**src/rtl/uzorak_sakupljac.sv**
```systemverilog
`default_nettype none
// ============================================================================
//  Module      : uzorak_sakupljac
//  Description : Collects SIRINA-bit samples from a valid/ready stream into a
//                BROJ_UZORAKA-slot vector (uzorak) that feeds a combinational
//                neuron. Once the vector is full it is held stable for
//                SETTLE_CYCLES edges. The neuron output is then registered and
//                offered downstream over a valid/ready handshake.
//  Ports       : clk, rst            - clock, synchronous active-high reset
//                ulaz_podatak/valid  - incoming sample stream
//                ulaz_ready          - high while the frame is being filled
//                odbaci              - abort current frame (ignored in output)
//                uzorak              - packed vector, slot k at [16k+15:16k]
//                neuron_izlaz        - combinational neuron result from uzorak
//                rezultat/_valid     - registered result and its valid flag
//                rezultat_ready      - downstream accepts rezultat
//                broj_primljenih     - samples accepted in the current frame
//  Revision    : 1.0 - initial release
// ============================================================================
module uzorak_sakupljac #(
    parameter int BROJ_UZORAKA  = 60,
    parameter int SIRINA        = 16,
    parameter int SETTLE_CYCLES = 2
) (
    input  logic                             clk,
    input  logic                             rst,
    input  logic [SIRINA-1:0]                ulaz_podatak,
    input  logic                             ulaz_valid,
    output logic                             ulaz_ready,
    input  logic                             odbaci,
    output logic [BROJ_UZORAKA*SIRINA-1:0]   uzorak,
    input  logic [SIRINA-1:0]                neuron_izlaz,
    output logic [SIRINA-1:0]                rezultat,
    output logic                             rezultat_valid,
    input  logic                             rezultat_ready,
    output logic [5:0]                       broj_primljenih
);

    typedef enum logic [1:0] {
        PUNJENJE = 2'd0,
        CEKANJE  = 2'd1,
        IZLAZ    = 2'd2
    } stanje_t;

    localparam logic [5:0] c_ZADNJI      = 6'(BROJ_UZORAKA - 1);
    // The counter reaches zero SETTLE_CYCLES-1 edges after loading, so the
    // capture edge lands exactly SETTLE_CYCLES edges after the last write.
    localparam logic [3:0] c_SETTLE_LOAD = 4'(SETTLE_CYCLES - 1);

    stanje_t                           r_stanje;
    stanje_t                           w_stanje_next;
    logic [5:0]                        r_broj;
    logic [3:0]                        r_settle;
    logic [BROJ_UZORAKA*SIRINA-1:0]    r_uzorak;
    logic [SIRINA-1:0]                 r_rezultat;
    logic                              r_rezultat_valid;

    logic                              w_upis;     // sample transfer this edge
    logic                              w_hvat;     // capture neuron output
    logic                              w_predaja;  // downstream handshake
    logic                              w_ponisti;  // effective abort

    // Next-state and per-edge action decode
    always_comb begin
        w_stanje_next = r_stanje;
        w_upis        = 1'b0;
        w_hvat        = 1'b0;
        w_predaja     = 1'b0;
        w_ponisti     = 1'b0;
        case (r_stanje)
            PUNJENJE: begin
                if (odbaci) begin
                    // Abort wins over a simultaneous sample; it is dropped
                    w_ponisti = 1'b1;
                end else if (ulaz_valid) begin
                    w_upis = 1'b1;
                    if (r_broj == c_ZADNJI) begin
                        w_stanje_next = CEKANJE;
                    end
                end
            end
            CEKANJE: begin
                if (odbaci) begin
                    w_ponisti     = 1'b1;
                    w_stanje_next = PUNJENJE;
                end else if (r_settle == 4'd0) begin
                    w_hvat        = 1'b1;
                    w_stanje_next = IZLAZ;
                end
            end
            IZLAZ: begin
                // Abort is ignored here: the result must be consumed
                if (rezultat_ready) begin
                    w_predaja     = 1'b1;
                    w_stanje_next = PUNJENJE;
                end
            end
            default: begin
                w_stanje_next = PUNJENJE;
            end
        endcase
    end

    always_ff @(posedge clk) begin
        if (rst) begin
            r_stanje <= PUNJENJE;
        end else begin
            r_stanje <= w_stanje_next;
        end
    end

    always_ff @(posedge clk) begin
        if (rst) begin
            r_broj           <= 6'd0;
            r_settle         <= 4'd0;
            r_uzorak         <= '0;
            r_rezultat       <= '0;
            r_rezultat_valid <= 1'b0;
        end else begin
            if (w_ponisti || w_predaja) begin
                r_broj <= 6'd0;
            end else if (w_upis) begin
                r_broj <= r_broj + 6'd1;
            end

            // Unwritten slots keep the previous frame's data on purpose
            if (w_upis) begin
                r_uzorak[r_broj*SIRINA +: SIRINA] <= ulaz_podatak;
            end

            if (w_upis && (r_broj == c_ZADNJI)) begin
                r_settle <= c_SETTLE_LOAD;
            end else if ((r_stanje == CEKANJE) && (r_settle != 4'd0)) begin
                r_settle <= r_settle - 4'd1;
            end

            if (w_hvat) begin
                r_rezultat       <= neuron_izlaz;
                r_rezultat_valid <= 1'b1;
            end else if (w_predaja) begin
                r_rezultat_valid <= 1'b0;
            end
        end
    end

    assign ulaz_ready      = (r_stanje == PUNJENJE);
    assign uzorak          = r_uzorak;
    assign rezultat        = r_rezultat;
    assign rezultat_valid  = r_rezultat_valid;
    assign broj_primljenih = r_broj;

endmodule
`default_nettype wire

```
**config.mk**
```make
export PLATFORM = sky130hd
export DESIGN_NAME = uzorak_sakupljac
export DESIGN_NICKNAME = d
export VERILOG_FILES = /design/src/rtl/uzorak_sakupljac.sv
export SDC_FILE = /design/constraint.sdc
export NUM_CORES = 2
export LEC_CHECK = 0
export CAP_MARGIN = 25
export CORE_AREA = 4 4 395 397
export DETAILED_ROUTE_END_ITERATION = 16
export DIE_AREA = 0 0 399 401
export GPL_TIMING_DRIVEN = 0
export PLACE_DENSITY = 0.52
export SLEW_MARGIN = 20
export SYNTH_ARGS = -nofsm -noshare
export SYNTH_HDL_FRONTEND = slang
export SYNTH_SLANG_ARGS = --single-unit
```
**constraint.sdc**
```tcl
create_clock -name clk -period 5.7 [get_ports clk]
set_input_delay 1.14 -clock clk [delete_from_list [all_inputs] [get_ports clk]]
set_output_delay 1.14 -clock clk [all_outputs]
set_load 0.05 [all_outputs]
```
==> flow_summary.yaml <==
run_status:
  status: "completed"
hold_path:
  hp-class: "reg2reg"
  min_from: "uzorak[1]$_SDFFE_PP0P_"
  whs_path_depth: 2
  min_to: "uzorak[1]$_SDFFE_PP0P_"
critical_path:
  cp_data_required_time_ns: 6.34
  reg2reg_from: "broj_primljenih[0]$_SDFFE_PP0P_"
  criticalPathCategory: "reg2reg"
  timing.rr.end: "uzorak[366]$_SDFFE_PP0P_"
  cp-end-kind: "register"
  cp_data_arrival_time_ns: 5.56
  start_kind: "register"
  critPathMaxFanout: 10
  ff2ff_setup_slack_ns: 0.78
  r2r_cells: 12
global_routing:
  grt_pass1_wl_um: 278000
  grt_pass1_vias: 33100
  overflow: 0
  grt.total_usage_pct: 24.5
  antenna_found_initial: 14
  grt_max_degree: 16
pwr:
  internal-power_mw: 11.5
  p_sw_mw: 3.48
  leakage_nw: 20.3
  clockPowerShare_pct: 49.7
  sequentialPowerShare_pct: 46.3
  powerDensity_mw_per_mm2: 272
  p_sw_share_pct: 23.3
  vdd_drop_max_uv: 267
  pwr-share-comb_pct: 4.0
cells_and_area:
  nets: 5016
  final_cell_area_sq_mm: 0.0550
  layout-drive-gt1-share_pct: 7.19
  synthToLayoutAreaGrowth_pct: 45.2
  post-route-util_pct: 36.2
  fill_cells: 15500
clock_tree:
  ctsHoldBuffers: 0
  ctsRootBufferMaster: "clkbuf_16"
  clockBufferDepth: 3
  numClockSinks: 989
  cts.repair.resized: 0
  clk_pin_slew_worst_paths_ns: 0.06
  cts_buffers: 111
  cts_tree: "built"
  clkLatencyLatePin_ns: 0.74
  post_cts_buffers: 0
  h-tree-depth: 3
place:
  io_buffer_count: 1017
  dpl_cell_area_sq_mm: 0.0512
  place.gp.congestion: 0.857
  hpwl_um: 161000
  place_ws_ns: 0.490
routing:
  drc: 0
  initialDrtViolationCount: 2034
  drt_pass1_iterations: 8
  wirelength_um: 204000
  vias: 33700
  routedWlPerCell_um: 28.8
  viasPerCell: 4.75
  drtAntennaViolNets: 0
timing:
  setup_slack_ns: 0.779
  setup_tns_ns: 0
  fmax_ghz: 0.203
  hold_viol: 0
  rsz0062_at_grt: "no"
  setup_viol: 0
  fin_crit_sh_pct: 86.3
  max_slew_margin_pct: 29.1
  period_needed_ns: 4.92
  drv_slew: 0
  worstMarginPinSlew_ns: 1.05
  fin_skew_ns: 0.0211
synth:
  synth-seq-area-share_pct: 52.3
  syn_area_sq_mm: 0.0379
  yosysWarnings: 0
  synthesis.nets: 3858
  yosysMostFrequentCell: "dfxtp_1"
  synth_cell_types: 60
  synth_seq_cells: 989
  synth_ff_type: "dfxtp_1"
  synth_area_leaders: "dfxtp_1 52%, mux2i_1 12%, nand2b_1 9.2%"
  synth_edf_count: 0
  synth_top_area_share_pct: 52.3
  netlist_instances: 3817
  synth_commonest_cells: "989 x dfxtp_1, 555 x nand2b_1, 458 x mux2i_1"
  async_reset_ff_share_pct: 0
  yosysTopAreaCell: "dfxtp_1"
  synth_area_per_cell_sq_um: 9.92
floorplan:
  die_width_um: 399
  io_pins: 1021
  core_area_sq_mm: 0.152
  initial_core_util_pct: 24.9
  dieArea_sq_mm: 0.160
  placementRows: 143
  die_h_um: 401
job:
  drv_cap: 0
==> cell usage in the layout (no fill, tap or decap), drive strengths merged, types with 80 or more instances in the layout <==
cell,instances
nand3b,360
nand2,280
clkdlybuf4s50,1017
mux2i,458
clkbuf,417
nand2b,555
a21oi,80
dfxtp,989
o21ai,434
buf,106
==> power groups by stage <==
| stage | Combinational, mW | Clock [mW] | Sequential [mW] |
|---|---|---|---|
| after floorplan | 0.240 | 0 | 7.09 |
| after global placement | 0.561 | 0 | 7.07 |
| after detailed placement | 0.603 | 0 | 7.07 |
| after CTS | 0.605 | 7.58 | 6.92 |
| after global routing | 0.618 | 7.85 | 6.92 |
| final | 0.597 | 7.42 | 6.92 |
==> registers in the layout, indices dropped and copies added (netlist names) <==
| register | flops |
|---|---|
| r_settle | 4 |
| rezultat | 16 |
| r_stanje | 2 |
| uzorak | 960 |
| rezultat_valid | 1 |
| broj_primljenih | 6 |
==> stage by stage <==
step,hold WS (ns),std cells,total power [mW]
final,0.453,7104,14.9
after global routing,0.470,7092,15.4
after CTS,0.452,7091,15.1
after detailed placement,0.444,6891,7.68
after global placement,0.438,6864,7.63
after floorplan,0.491,3817,7.33
==> cell type report <==
class | count | area [sq um] | share of cell area (%)
diodes | 12 | 30.0 | 0.0546
multi-input cells | 2492 | 16700 | 30.4
plain buffers | 330 | 1400 | 2.55
well taps | 2030 | 2540 | 4.62
clock buffers | 165 | 3280 | 5.97
repair buffers | 1045 | 10700 | 19.5
clock inverters | 35 | 453 | 0.824
inverters | 6 | 22.5 | 0.0410
flip-flops and latches | 989 | 19800 | 36.0
==> critical path: stages, from the launching register on <==
cell	delay, ns
dfxtp_1	0.36
buf_2	0.21
buf_2	0.27
inv_1	0.09
ha_1	0.32
clkbuf_1	0.39
nand2b_1	0.37
a211oi_2	0.84
and2_0	0.21
clkbuf_1	0.65
buf_2	0.51
nand2_1	0.34
o21ai_0	0.27
==> how the worst max path moves through the flow <==
stage	from	to	slack [ns]	cells past startpoint
after floorplan	broj_primljenih[2]$_SDFFE_PP0P_	uzorak[371]$_SDFFE_PP0P_	2.17	12
after global placement	rst	uzorak[304]$_SDFFE_PP0P_	-0.95	7
after detailed placement	rst	uzorak[640]$_SDFFE_PP0P_	0.49	7
after CTS	broj_primljenih[0]$_SDFFE_PP0P_	uzorak[877]$_SDFFE_PP0P_	0.67	12
after global routing	broj_primljenih[0]$_SDFFE_PP0P_	uzorak[367]$_SDFFE_PP0P_	0.33	12
final	broj_primljenih[0]$_SDFFE_PP0P_	uzorak[366]$_SDFFE_PP0P_	0.78	12
==> per-layer routing <==
metal,up-vias,routed length (um),GRT usage [%]
met5,-,0,0
met4,0,7350,8.04
met3,257,16000,7.11
met2,1195,98500,41.7
met1,16800,82500,29.5
li1,15500,-,-
==> logic make-up after synthesis <==
| family | after synthesis | synth area share, % |
|---|---|---|
| AND/OR/NAND/NOR | 1454 | 23.5 |
| multiplexers | 458 | 12.1 |
| AO/OA/AOI/OAI | 565 | 8.08 |
| flip-flops | 989 | 52.3 |
| XOR/XNOR | 11 | 0.254 |
| adder cells (fa/ha/maj) | 4 | 0.132 |
| buffers and inverters | 336 | 3.67 |
Note: power is estimated with default switching activity, not from simulation.
